File: src/rtl/alu_defs.sv
// ============================================================================
// Module : alu_defs (package)
// Desc   : Opcode constants, FSM state encodings and default operand width
//          shared by the ALU UART front end and its benches.
// Rev    : 1.0 - initial release
// ============================================================================
`default_nettype none

package alu_defs;

  localparam int BUS_DATOS_DEF = 8;

  localparam logic [7:0] OP_ADD = 8'h20;
  localparam logic [7:0] OP_SUB = 8'h22;
  localparam logic [7:0] OP_AND = 8'h24;
  localparam logic [7:0] OP_OR  = 8'h25;
  localparam logic [7:0] OP_XOR = 8'h26;
  localparam logic [7:0] OP_NOR = 8'h27;
  localparam logic [7:0] OP_SRL = 8'h02;
  localparam logic [7:0] OP_SRA = 8'h03;

  typedef enum logic [2:0] {
    ST_ESPERA_A  = 3'd0,
    ST_ESPERA_OP = 3'd1,
    ST_ESPERA_B  = 3'd2,
    ST_CALCULO   = 3'd3,
    ST_ENVIO     = 3'd4,
    ST_ESPERA_TX = 3'd5
  } estado_t;

endpackage

`default_nettype wire

File: src/rtl/alu_core.sv
// ============================================================================
// Module : alu_core
// Desc   : Combinational ALU; unknown opcodes produce zero.
// Rev    : 1.0 - initial release
// ============================================================================
`default_nettype none

module alu_core
  import alu_defs::*;
#(
  parameter int BUS_DATOS = BUS_DATOS_DEF
) (
  input  logic [BUS_DATOS-1:0] a_i,
  input  logic [BUS_DATOS-1:0] b_i,
  input  logic [BUS_DATOS-1:0] op_i,
  output logic [BUS_DATOS-1:0] res_o
);

  logic signed [BUS_DATOS-1:0] w_a_s;
  logic                        w_shift_ovf;

  assign w_a_s       = $signed(a_i);
  // Shift amounts past the operand width saturate instead of relying on tool semantics.
  assign w_shift_ovf = (int'(b_i) >= BUS_DATOS);

  always_comb begin
    res_o = '0;
    case (op_i)
      BUS_DATOS'(OP_ADD): res_o = a_i + b_i;
      BUS_DATOS'(OP_SUB): res_o = a_i - b_i;
      BUS_DATOS'(OP_AND): res_o = a_i & b_i;
      BUS_DATOS'(OP_OR):  res_o = a_i | b_i;
      BUS_DATOS'(OP_XOR): res_o = a_i ^ b_i;
      BUS_DATOS'(OP_NOR): res_o = ~(a_i | b_i);
      BUS_DATOS'(OP_SRL): res_o = w_shift_ovf ? '0 : (a_i >> b_i);
      BUS_DATOS'(OP_SRA): res_o = w_shift_ovf ? {BUS_DATOS{a_i[BUS_DATOS-1]}}
                                              : $unsigned(w_a_s >>> b_i);
      default:            res_o = '0;
    endcase
  end

endmodule

`default_nettype wire

File: src/rtl/alu_uart_interface.sv
// ============================================================================
// Module : alu_uart_interface
// Desc   : Collects A / opcode / B bytes from a UART receiver, computes the
//          result and hands it to a UART transmitter with a start pulse.
// Rev    : 1.0 - initial release
// ============================================================================
`default_nettype none

module alu_uart_interface
  import alu_defs::*;
#(
  parameter int BUS_DATOS    = BUS_DATOS_DEF,
  parameter int CANT_ESTADOS = 6
) (
  input  logic                            i_clock,
  input  logic                            i_reset,
  input  logic [BUS_DATOS-1:0]            i_rx_data,
  input  logic                            i_rx_done,
  input  logic                            i_tx_done,
  output logic [BUS_DATOS-1:0]            o_tx_data,
  output logic                            o_tx_start,
  output logic                            o_busy,
  output logic [$clog2(CANT_ESTADOS)-1:0] o_estado
);

  estado_t              estado_q, estado_d;
  logic [BUS_DATOS-1:0] a_q, a_d;
  logic [BUS_DATOS-1:0] op_q, op_d;
  logic [BUS_DATOS-1:0] b_q, b_d;
  logic [BUS_DATOS-1:0] tx_data_q, tx_data_d;
  logic                 tx_start_q, tx_start_d;
  logic                 busy_q, busy_d;
  logic [BUS_DATOS-1:0] w_res;

  alu_core #(
    .BUS_DATOS (BUS_DATOS)
  ) u_alu_core (
    .a_i   (a_q),
    .b_i   (b_q),
    .op_i  (op_q),
    .res_o (w_res)
  );

  always_ff @(posedge i_clock or negedge i_reset) begin
    if (!i_reset) begin
      estado_q   <= ST_ESPERA_A;
      a_q        <= '0;
      op_q       <= '0;
      b_q        <= '0;
      tx_data_q  <= '0;
      tx_start_q <= 1'b0;
      busy_q     <= 1'b0;
    end else begin
      estado_q   <= estado_d;
      a_q        <= a_d;
      op_q       <= op_d;
      b_q        <= b_d;
      tx_data_q  <= tx_data_d;
      tx_start_q <= tx_start_d;
      busy_q     <= busy_d;
    end
  end

  // Receive strobes are only honoured in the three collection states.
  always_comb begin
    estado_d  = estado_q;
    a_d       = a_q;
    op_d      = op_q;
    b_d       = b_q;
    tx_data_d = tx_data_q;
    case (estado_q)
      ST_ESPERA_A: begin
        if (i_rx_done) begin
          a_d      = i_rx_data;
          estado_d = ST_ESPERA_OP;
        end
      end
      ST_ESPERA_OP: begin
        if (i_rx_done) begin
          op_d     = i_rx_data;
          estado_d = ST_ESPERA_B;
        end
      end
      ST_ESPERA_B: begin
        if (i_rx_done) begin
          b_d      = i_rx_data;
          estado_d = ST_CALCULO;
        end
      end
      ST_CALCULO: begin
        tx_data_d = w_res;
        estado_d  = ST_ENVIO;
      end
      ST_ENVIO: begin
        estado_d = ST_ESPERA_TX;
      end
      ST_ESPERA_TX: begin
        if (i_tx_done) begin
          estado_d = ST_ESPERA_A;
        end
      end
      default: begin
        estado_d = ST_ESPERA_A;
      end
    endcase
  end

  // Status flags are registered from the next state so they align with it.
  always_comb begin
    tx_start_d = (estado_d == ST_ENVIO);
    busy_d     = (estado_d == ST_CALCULO) || (estado_d == ST_ENVIO) ||
                 (estado_d == ST_ESPERA_TX);
  end

  assign o_tx_data  = tx_data_q;
  assign o_tx_start = tx_start_q;
  assign o_busy     = busy_q;
  assign o_estado   = estado_q;

endmodule

`default_nettype wire

File: config.mk
export PLATFORM = sky130hd
export DESIGN_NAME = alu_uart_interface
export DESIGN_NICKNAME = d
export VERILOG_FILES = /design/src/rtl/alu_defs.sv /design/src/rtl/alu_core.sv /design/src/rtl/alu_uart_interface.sv
export SDC_FILE = /design/constraint.sdc
export NUM_CORES = 1
export LEC_CHECK = 0
export CORE_ASPECT_RATIO = 1.75
export CORE_UTILIZATION = 30
export DETAILED_ROUTE_END_ITERATION = 10
export DONT_BUFFER_PORTS = 1
export GPL_TIMING_DRIVEN = 0
export HOLD_SLACK_MARGIN = 0.02
export PLACE_DENSITY_LB_ADDON = 0.1
export SLEW_MARGIN = 5
export SYNTH_ARGS = -nofsm -noshare
export SYNTH_HDL_FRONTEND = slang
export SYNTH_SLANG_ARGS = --single-unit
File: constraint.sdc
create_clock -name i_clock -period 4.38 [get_ports i_clock]
set_input_delay 0.438 -clock i_clock [delete_from_list [all_inputs] [get_ports i_clock]]
set_output_delay 0.438 -clock i_clock [all_outputs]
set_load 0.03 [all_outputs]
==> flow_summary.ini, run 1 <==
[outcome]
status = finished clean

[synthesis]
yosysWarnings = 0
yosysSeqAreaShare_pct = 30.6
synth_fp_nets = 376
synth_top_cell_by_area = dfrtp_1
ys_async_sr_fraction_pct = 100
ys.flop_type = dfrtp_1
synth_cell_types = 65
netlist_top_cells_area = dfrtp_1 (31%), ha_1 (9.9%), o21ai_0 (5.1%)
synth_edf_count = 0
syn_inst = 339
ys_seq_elements = 37
synth_top_area_share_pct = 30.6
synth_area_mm2 = 0.00303
syn_avg_cell_area_um2 = 8.92

[sta]
finalSetupTns_ps = 0
min_period_ps = 3480
finalCritPeriodShare_pct = 79.5
tightest_slew_ps = 1310
hold_slack_ps = 264
rsz0062_at_grt = no
setup_viol = 0
slew-limit-headroom_pct = 12.2
fmax_mhz = 287
slew_viol_final = 0
finalClockSkew_ps = 5.56
hold_viol = 0

[routing]
dr_wl_met2_um = 5130
highest_layer = met4
ant_nets = 0
wl_per_cell_um = 19.7
dr.pass1.iters = 4
post-route-drc-count = 0
wl_met1_um = 3410
met3WireLength_um = 315
vias = 2559
detail_route.vias_per_cell = 5.40
first_iter_violations = 180
wl_um = 9360

[clocking]
cts.sinks = 37
postCtsSetupBuffers = 0
cts_hold_buf = 2
root_buffer = clkbuf_16
clk_path_buf_depth = 2
cts_resized = 0
htree_levels = 2
path_clk_slew_ps = 70
cts_tree = built
clk_latency_ps = 290
numCtsBuffers = 5

[grt]
grt_pass1_vias = 2685
antenna_found_initial = 0
grt_max_degree = 38
track_usage_pct = 19.4
grt_pass1_wl_um = 15000
grt-ovfl-total = 0

[setup_path]
rr_endpoint = o_tx_data[4]
worstPathMaxFanout = 7
ff2ff_setup_slack_ps = 900
rr_worst_depth = 10
critical_path_class = reg2reg
start_kind = flip-flop
cp_slowest_cell = dfrtp_1
cp.required_ps = 4580
reg2reg_from = op_q[2]
max_stage_delay_ps = 530
end_kind = flip-flop
cp.arrival_ps = 3690
cp_cell_sequence = nand2b_1, nor4_4, mux2i_1, fa_1, a21oi_1, nor2b_1, o21ai_0, nand3_1, and3_1, a211oi_2

[final_layout]
antenna-diode-count = 0
drive_above_1_share_pct = 12.9
final_common_cell = dfrtp_1
syn_to_final_growth_pct = 12.0
final_cell_mix = dfrtp_1 (37), nand2_1 (36), o21ai_0 (31), ha_1 (24), nor2_1 (21)
fin_area_mm2 = 0.00339
num-nets-final = 385

[worst_hold_path]
worst_hold_startpoint = i_rx_data[4]
worstHoldEndpoint = a_q[4]
hold_class = in2reg
holdPathStages = 2

[floorplan]
initial_core_util_pct = 30.7
std_cell_rows = 48
die_w_um = 77.9
die_y_um = 135
coreArea_mm2 = 0.00985
design.portCount = 25
dieArea_mm2 = 0.0105

[place]
dpl.hpwl_um = 7380
io_buffers = 0
gp_congestion = 0.895
placed_cell_area_mm2 = 0.00318

[power]
p_leak_nw = 1.39
ir_worst_vdd_mv = 0.317
power_mw = 3.06
power.density_mw_per_mm2 = 904

[run]
drv_cap = 0
worst max-delay path, delay by kind of cell, from the launching register on:
| kind | cells | cell delay (ps) |
|---|---|---|
| flip-flops | 1 | 530 |
| AND/OR/NAND/NOR | 5 | 1300 |
| AO/OA/AOI/OAI | 3 | 850 |
| multiplexers | 1 | 230 |
| adder cells (fa/ha/maj) | 1 | 470 |
logic make-up (layout without fill, tap and decap cells):
| family | Yosys count | after routing | synth area share [%] |
|---|---|---|---|
| adder cells (fa/ha/maj) | 25 | 25 | 10.6 |
| multiplexers | 23 | 23 | 8.48 |
| flip-flops | 37 | 37 | 30.6 |
| AND/OR/NAND/NOR | 116 | 116 | 22.4 |
| buffers and inverters | 36 | 46 | 4.88 |
| AO/OA/AOI/OAI | 83 | 83 | 17.5 |
| XOR/XNOR | 19 | 19 | 5.50 |
routing by layer:
metal | track usage (%) | up-vias
met5 | 0 | -
met4 | 11.7 | 0
met3 | 3.78 | 18
met2 | 36.4 | 62
met1 | 19.5 | 1252
li1 | - | 1227
sequential cells by signal (all words and copies together), names as in the netlist:
signal,cells
a_q,8
b_q,8
o_tx_data,8
op_q,8
o_estado,3
o_busy,1
o_tx_start,1
through the flow:
stage               worst slack (ps)  std cells  util [%]
floorplan                       1510        339         -
global placement                 858        464      32.3
detailed placement               856        464      32.3
CTS                              833        474      34.4
global route                     666        474      34.4
finish                           899        474      34.4
synth_stat cells (2+ instances only):
master / n
o21ai_0: 31
or3_1: 3
ha_1: 24
nor2b_1: 6
a31oi_1: 3
and2_1: 3
nor2_1: 21
nor4_4: 3
mux2_2: 7
xor2_1: 3
or2_2: 4
clkbuf_1: 10
nor4_1: 3
a22oi_1: 2
dfrtp_1: 37
o21a_1: 2
a311oi_1: 2
nor2_8: 2
a31o_2: 2
mux2i_1: 14
nand2b_1: 2
inv_1: 19
nand3_1: 13
nor3_1: 4
a221oi_1: 2
a211oi_1: 5
a21oi_1: 18
nor3b_1: 2
buf_2: 4
o221ai_1: 3
nand2_1: 36
xnor2_1: 16
layout make-up:
type | instances | area [um^2]
Fill cell | 1059 | 6460
Clock buffer | 6 | 139
Clock inverter | 2 | 37.5
Tap cell | 125 | 156
Buffer | 15 | 68.8
Multi-Input combinational cell | 266 | 1950
Inverter | 21 | 78.8
Sequential cell | 37 | 926
Timing Repair Buffer | 2 | 30.0
where the power goes:
group          switching (mW)  internal (mW)
logic                    1.07          0.744
clock network           0.160          0.285
registers               0.305          0.494
total                    1.54           1.52
how the worst max path moves through the flow:
stage | slack, ps | endpoint | start
floorplan | 1510 | o_tx_data[7] | op_q[4]
global placement | 860 | o_tx_data[6] | op_q[2]
detailed placement | 860 | o_tx_data[6] | op_q[2]
CTS | 830 | o_tx_data[6] | op_q[2]
global route | 670 | o_tx_data[6] | op_q[2]
finish | 900 | o_tx_data[4] | op_q[2]
Power figures use the tool's default switching activity.
==> inputs of run 2 (changes only) <==
Clock period 4.38 ns to 3.3 ns, I/O delays scaled along.
==> run 2 against run 1 <==
  * Die area unchanged
  * Sequential power increased by 33%
  * Routed wire length increased by 1.6%
  * Largest cell class unchanged
==> flow_summary.ini, run 2 (synthesized netlist as in run 1, its figures left out) <==
[outcome]
status = finished clean

[sta]
slew-limit-headroom_pct = 17.6
fmax_mhz = 314
finalClockSkew_ps = 4.30
tightest_slew_ps = 1230
rsz0062_at_grt = yes
finalCritPeriodShare_pct = 96.4
slew_viol_final = 0
finalSetupTns_ps = 0
min_period_ps = 3180
setup_viol = 0
hold_viol = 0

[setup_path]
cp_cell_sequence = or4b_4, nor4_4, buf_4, buf_4, a21oi_1, xnor2_1, ha_2, o2111ai_1, nand3_2, o41a_1, xnor2_1, o21ai_0
critical_path_class = reg2reg
crit_family = simple AND/OR/NAND/NOR gates
critPathBufInv = 2
reg2reg_from = op_q[4]
worstPathMaxFanout = 6
end_kind = flip-flop
ff2ff_setup_slack_ps = 120
cp_slowest_cell = or4b_4
cp.arrival_ps = 3350
start_kind = flip-flop
rr_worst_depth = 12
rr_endpoint = o_tx_data[7]
cp.required_ps = 3470
max_stage_delay_ps = 570

[floorplan]
design.portCount = 25
die_y_um = 135
initial_core_util_pct = 30.7
dieArea_mm2 = 0.0105
std_cell_rows = 48
coreArea_mm2 = 0.00985
die_w_um = 77.9

[routing]
first_iter_violations = 191
wl_um = 9510
detail_route.vias_per_cell = 5.40
dr.pass1.iters = 4
wl_per_cell_um = 20.0
ant_nets = 0
vias = 2571
post-route-drc-count = 0

[place]
dpl.hpwl_um = 7380
gp_congestion = 0.895
io_buffers = 0
placed_cell_area_mm2 = 0.00318
placedCellCount = 464

[final_layout]
syn_to_final_growth_pct = 13.4
fin_area_mm2 = 0.00343
final_cell_mix = dfrtp_1 (37), nand2_1 (36), o21ai_0 (30), ha_1 (23), nor2_1 (21)
num-nets-final = 387
drive_above_1_share_pct = 14.5
final_util_pct = 34.8
antenna-diode-count = 0
final_common_cell = dfrtp_1
instances_no_fill = 476

[clocking]
cts_tree = built
clk_latency_ps = 290
path_clk_slew_ps = 60
cts.sinks = 37
numCtsBuffers = 5
root_buffer = clkbuf_16
htree_levels = 2
clk_path_buf_depth = 2

[power]
power_mw = 4.14
power.density_mw_per_mm2 = 1210
ir_worst_vdd_mv = 0.422
p_leak_nw = 1.41

[grt]
grt-ovfl-total = 0
grt_pass1_wl_um = 15000
track_usage_pct = 19.6
grt_max_degree = 38
grt_pass1_vias = 2696
antenna_found_initial = 0

[run]
drv_cap = 0

[worst_hold_path]
worstHoldEndpoint = a_q[4]
worst_hold_startpoint = i_rx_data[4]
holdPathStages = 2
hold_class = in2reg
## run 2: metal layers
layer  global-route usage (%)  up-vias  wire length, um  share of wire, %
met4                     12.4        0              563               5.9
met3                     3.78       21              354               3.7
li1                         -     1234                -                 -
met2                     36.5       79             5140                54
met5                        0        -                0                 0
met1                     19.6     1237             3450                36
## run 2: how the worst max path moves through the flow
stage                 start      endpoint  slack [ps]  cells after the start
floorplan           op_q[4]  o_tx_data[7]         430                     10
global placement    op_q[2]  o_tx_data[6]        -220                     10
detailed placement  op_q[2]  o_tx_data[6]        -220                     10
CTS                 op_q[4]  o_tx_data[7]           5                     12
global route        op_q[4]  o_tx_data[7]         -50                     11
finish              op_q[4]  o_tx_data[7]         120                     12
## run 2: power by group
| group | switching, mW | leakage (nW) | internal, mW |
|---|---|---|---|
| Combinational | 1.46 | 0.868 | 1.02 |
| Clock | 0.211 | 0.0831 | 0.378 |
| Sequential | 0.407 | 0.461 | 0.656 |
| Total | 2.08 | 1.41 | 2.06 |
## run 2: per-stage QoR
stage	setup WS, ps	hold WS (ps)
2_1_floorplan	431	34.4
4_1_cts	4.58	152
6_report	120	157
3_5_place_dp	-224	35.6
3_3_place_gp	-222	35.5
5_1_grt	-54.2	152
## run 2: timing repair
item,4_1_cts,5_1_grt
pin swaps,1,0
setup buffers,2,0
gates resized for setup,2,5
hold buffers,2,0
endpoints found under the hold margin,37,0
setup endpoints to repair,4,4
## run 2: area by class of cell
class / count / area [um^2]
fill: 1057 / 6420
multi-input combinational: 266 / 1980
sequential: 37 / 926
tap: 125 / 156
clock buffer: 6 / 139
inverter: 21 / 78.8
buffer: 15 / 71.3
timing repair buffer: 4 / 45.0
clock inverter: 2 / 37.5
==> inputs of run 3 (changes only) <==
Settings changed: ABC_AREA from default to 1, GPL_TIMING_DRIVEN 0 to 1.
==> run 3 against run 2 <==
  * First-iteration DRC count grew 6.3%
  * Cell count up 30%
  * Highest routed layer unchanged
  * Routed wire length up 3.3%
==> flow_summary.ini, run 3 <==
[setup_path]
cp.arrival_ps = 3020
cp_cell_sequence = nor2_1, nand3_1, nor2_2, nand2_1, a21oi_1, ha_1, nand2_1, inv_1, a21oi_1, nand2_1, nand2_1, nor2_1, nor2_1, nand2_1, nor2_1, nand2_1, nand2_1, nand2_1
startpoint = op_q[7]
max_stage_delay_ps = 390
rr_endpoint = o_tx_data[3]
rr_worst_depth = 18
cp.required_ps = 3470
ff2ff_setup_slack_ps = 450
crit_end = o_tx_data[3]
path_common_cell = nand2_1
critical_path_class = reg2reg
end_kind = flip-flop
worstPathMaxFanout = 7
start_kind = flip-flop
reg2reg_from = op_q[7]
cp_slowest_cell = dfrtp_1

[sta]
tightest_slew_ps = 686
setup_viol = 0
finalSetupTns_ps = 0
slew-limit-headroom_pct = 54.1
min_period_ps = 2850
finalCritPeriodShare_pct = 86.4
fmax_mhz = 351
hold_slack_ps = 233
hold_viol = 0
rsz0062_at_grt = no
slew_viol_final = 0
finalClockSkew_ps = 4.54

[grt]
grt_max_degree = 38
antenna_found_initial = 0
grt_pass1_vias = 2973
track_usage_pct = 19.3
grt-ovfl-total = 0
grt_pass1_wl_um = 15600

[synthesis]
synth_fp_nets = 524
yosysWarnings = 0
synth_top_area_share_pct = 29.5
yosysMostFrequentCell = nand2_1
ys.flop_type = dfrtp_1
syn_inst = 487
synth_top_cell_by_area = dfrtp_1
synth_cell_types = 29
synth_edf_count = 0
ys_async_sr_fraction_pct = 100
synth_area_mm2 = 0.00314
ys_seq_elements = 37
syn_avg_cell_area_um2 = 6.44
netlist_top_cells_area = dfrtp_1 (30%), nand2_1 (20%), nand3_1 (10%)
synth_top_cells_by_count = nand2_1 (166), nand3_1 (64), inv_1 (59)
yosysSeqAreaShare_pct = 29.5

[routing]
met3WireLength_um = 207
vias = 3037
first_iter_violations = 203
wl_um = 9820
dr.pass1.iters = 4
dr_wl_met2_um = 5520
post-route-drc-count = 0
ant_nets = 0
wl_per_cell_um = 15.8
wl_met1_um = 3790
detail_route.vias_per_cell = 4.90
highest_layer = met4

[floorplan]
initial_core_util_pct = 30.6
std_cell_rows = 49
die_w_um = 79.3
dieArea_mm2 = 0.0109
die_y_um = 137
coreArea_mm2 = 0.0102
design.portCount = 25

[power]
pwr-share-clk_pct = 14.8
power_frac_comb_pct = 57.4
ir_worst_vdd_mv = 0.462
power_mw = 3.80
switching_share_pct = 53.3
p_int_mw = 1.77
switchingPower_mw = 2.02
power_frac_seq_pct = 27.9
power.density_mw_per_mm2 = 1080
p_leak_nw = 1.87

[final_layout]
syn_to_final_growth_pct = 11.6
final_common_cell = nand2_1
instances_no_fill = 620
final_util_pct = 34.2
drive_above_1_share_pct = 5.48
final_cell_mix = nand2_1 (166), nand3_1 (64), inv_1 (59), nor2_1 (42), dfrtp_1 (37)
num-nets-final = 529
fillers = 1118
antenna-diode-count = 0

[clocking]
cts_resized = 0
path_clk_slew_ps = 60
cts_tree = built
cts.sinks = 37
root_buffer = clkbuf_16
numCtsBuffers = 5
htree_levels = 2
clk_path_buf_depth = 2
clk_latency_ps = 280

[outcome]
status = finished clean

[place]
gp_congestion = 0.858
io_buffers = 0
placedCellCount = 610
dpl.hpwl_um = 7940

[run]
drv_cap = 0

[worst_hold_path]
hold_class = in2reg
-- run 3: cell count changes after synthesis, sizes merged, moves of 8 or more --
cell and change:
nand2 +130, nand3 +52, inv +41, nor2 +24, xnor2 -15, mux2i -14, mux2 -8
-- run 3: cell type report --
| type | instances | area (um^2) | share of cell area (%) |
|---|---|---|---|
| Sequential cell | 37 | 926 | 26.4 |
| Multi-Input combinational cell | 377 | 1930 | 55.1 |
| Clock inverter | 2 | 37.5 | 1.07 |
| Tap cell | 127 | 159 | 4.54 |
| Timing Repair Buffer | 8 | 75.1 | 2.14 |
| Clock buffer | 6 | 139 | 3.97 |
| Inverter | 63 | 236 | 6.75 |
-- run 3: logic make-up (layout without fill, tap and decap cells) --
kind of cell	count (synthesis)	after routing	share of synthesized area, %
AOI/OAI and AO/OA	52	52	8.53
xor gates and xnor gates	7	7	1.95
adders and majority gates	25	25	10.2
buffers and inverters	73	79	9.01
DFF	37	37	29.5
and+or+nand+nor	293	293	40.8
-- run 3: repair_timing --
action                                  CTS  global route
buffers inserted                          0             0
endpoints found under the hold margin    37             0
endpoints found under the setup margin    0             0
hold buffers                              2             0
-- run 3: power groups by stage --
stage	Sequential, mW	Clock [mW]	Combinational, mW
5_1_grt	1.09	0.589	2.52
6_report	1.06	0.561	2.18
3_3_place_gp	1.07	0	2.17
3_5_place_dp	1.07	0	2.16
2_1_floorplan	0.947	0	1.67
4_1_cts	1.06	0.576	2.19
-- run 3: per-layer routing --
layer,vias up,GRT usage (%)
met1,1396,20.4
met5,-,0
met3,14,0.861
met2,63,37.6
met4,0,10.0
li1,1564,-
-- run 3: worst min path at each step --
stage          cells after the start    startpoint            to
2_1_floorplan                      0       i_reset        a_q[0]
6_report                           2  i_rx_data[0]        b_q[0]
5_1_grt                            2  i_rx_data[6]        b_q[6]
3_3_place_gp                       0       i_reset  o_tx_data[5]
4_1_cts                            2  i_rx_data[0]        b_q[0]
3_5_place_dp                       0       i_reset  o_tx_data[5]
-- run 3: per-stage QoR --
| stage | instance area [um^2] | setup WS (ps) |
|---|---|---|
| finish | 3500 | 448 |
| global route | 3500 | 130 |
| CTS | 3500 | 403 |
| detailed placement | 3300 | 409 |
| global placement | 3300 | 388 |
| floorplan | 3140 | 926 |
-- run 3: worst max-delay path: cells and delay by family, from the launching register on --
family | cells | cell delay (ps)
DFF | 1 | 390
buffers and inverters | 1 | 50
AOI/OAI and AO/OA | 2 | 470
adders and majority gates | 1 | 290
and+or+nand+nor | 14 | 1560
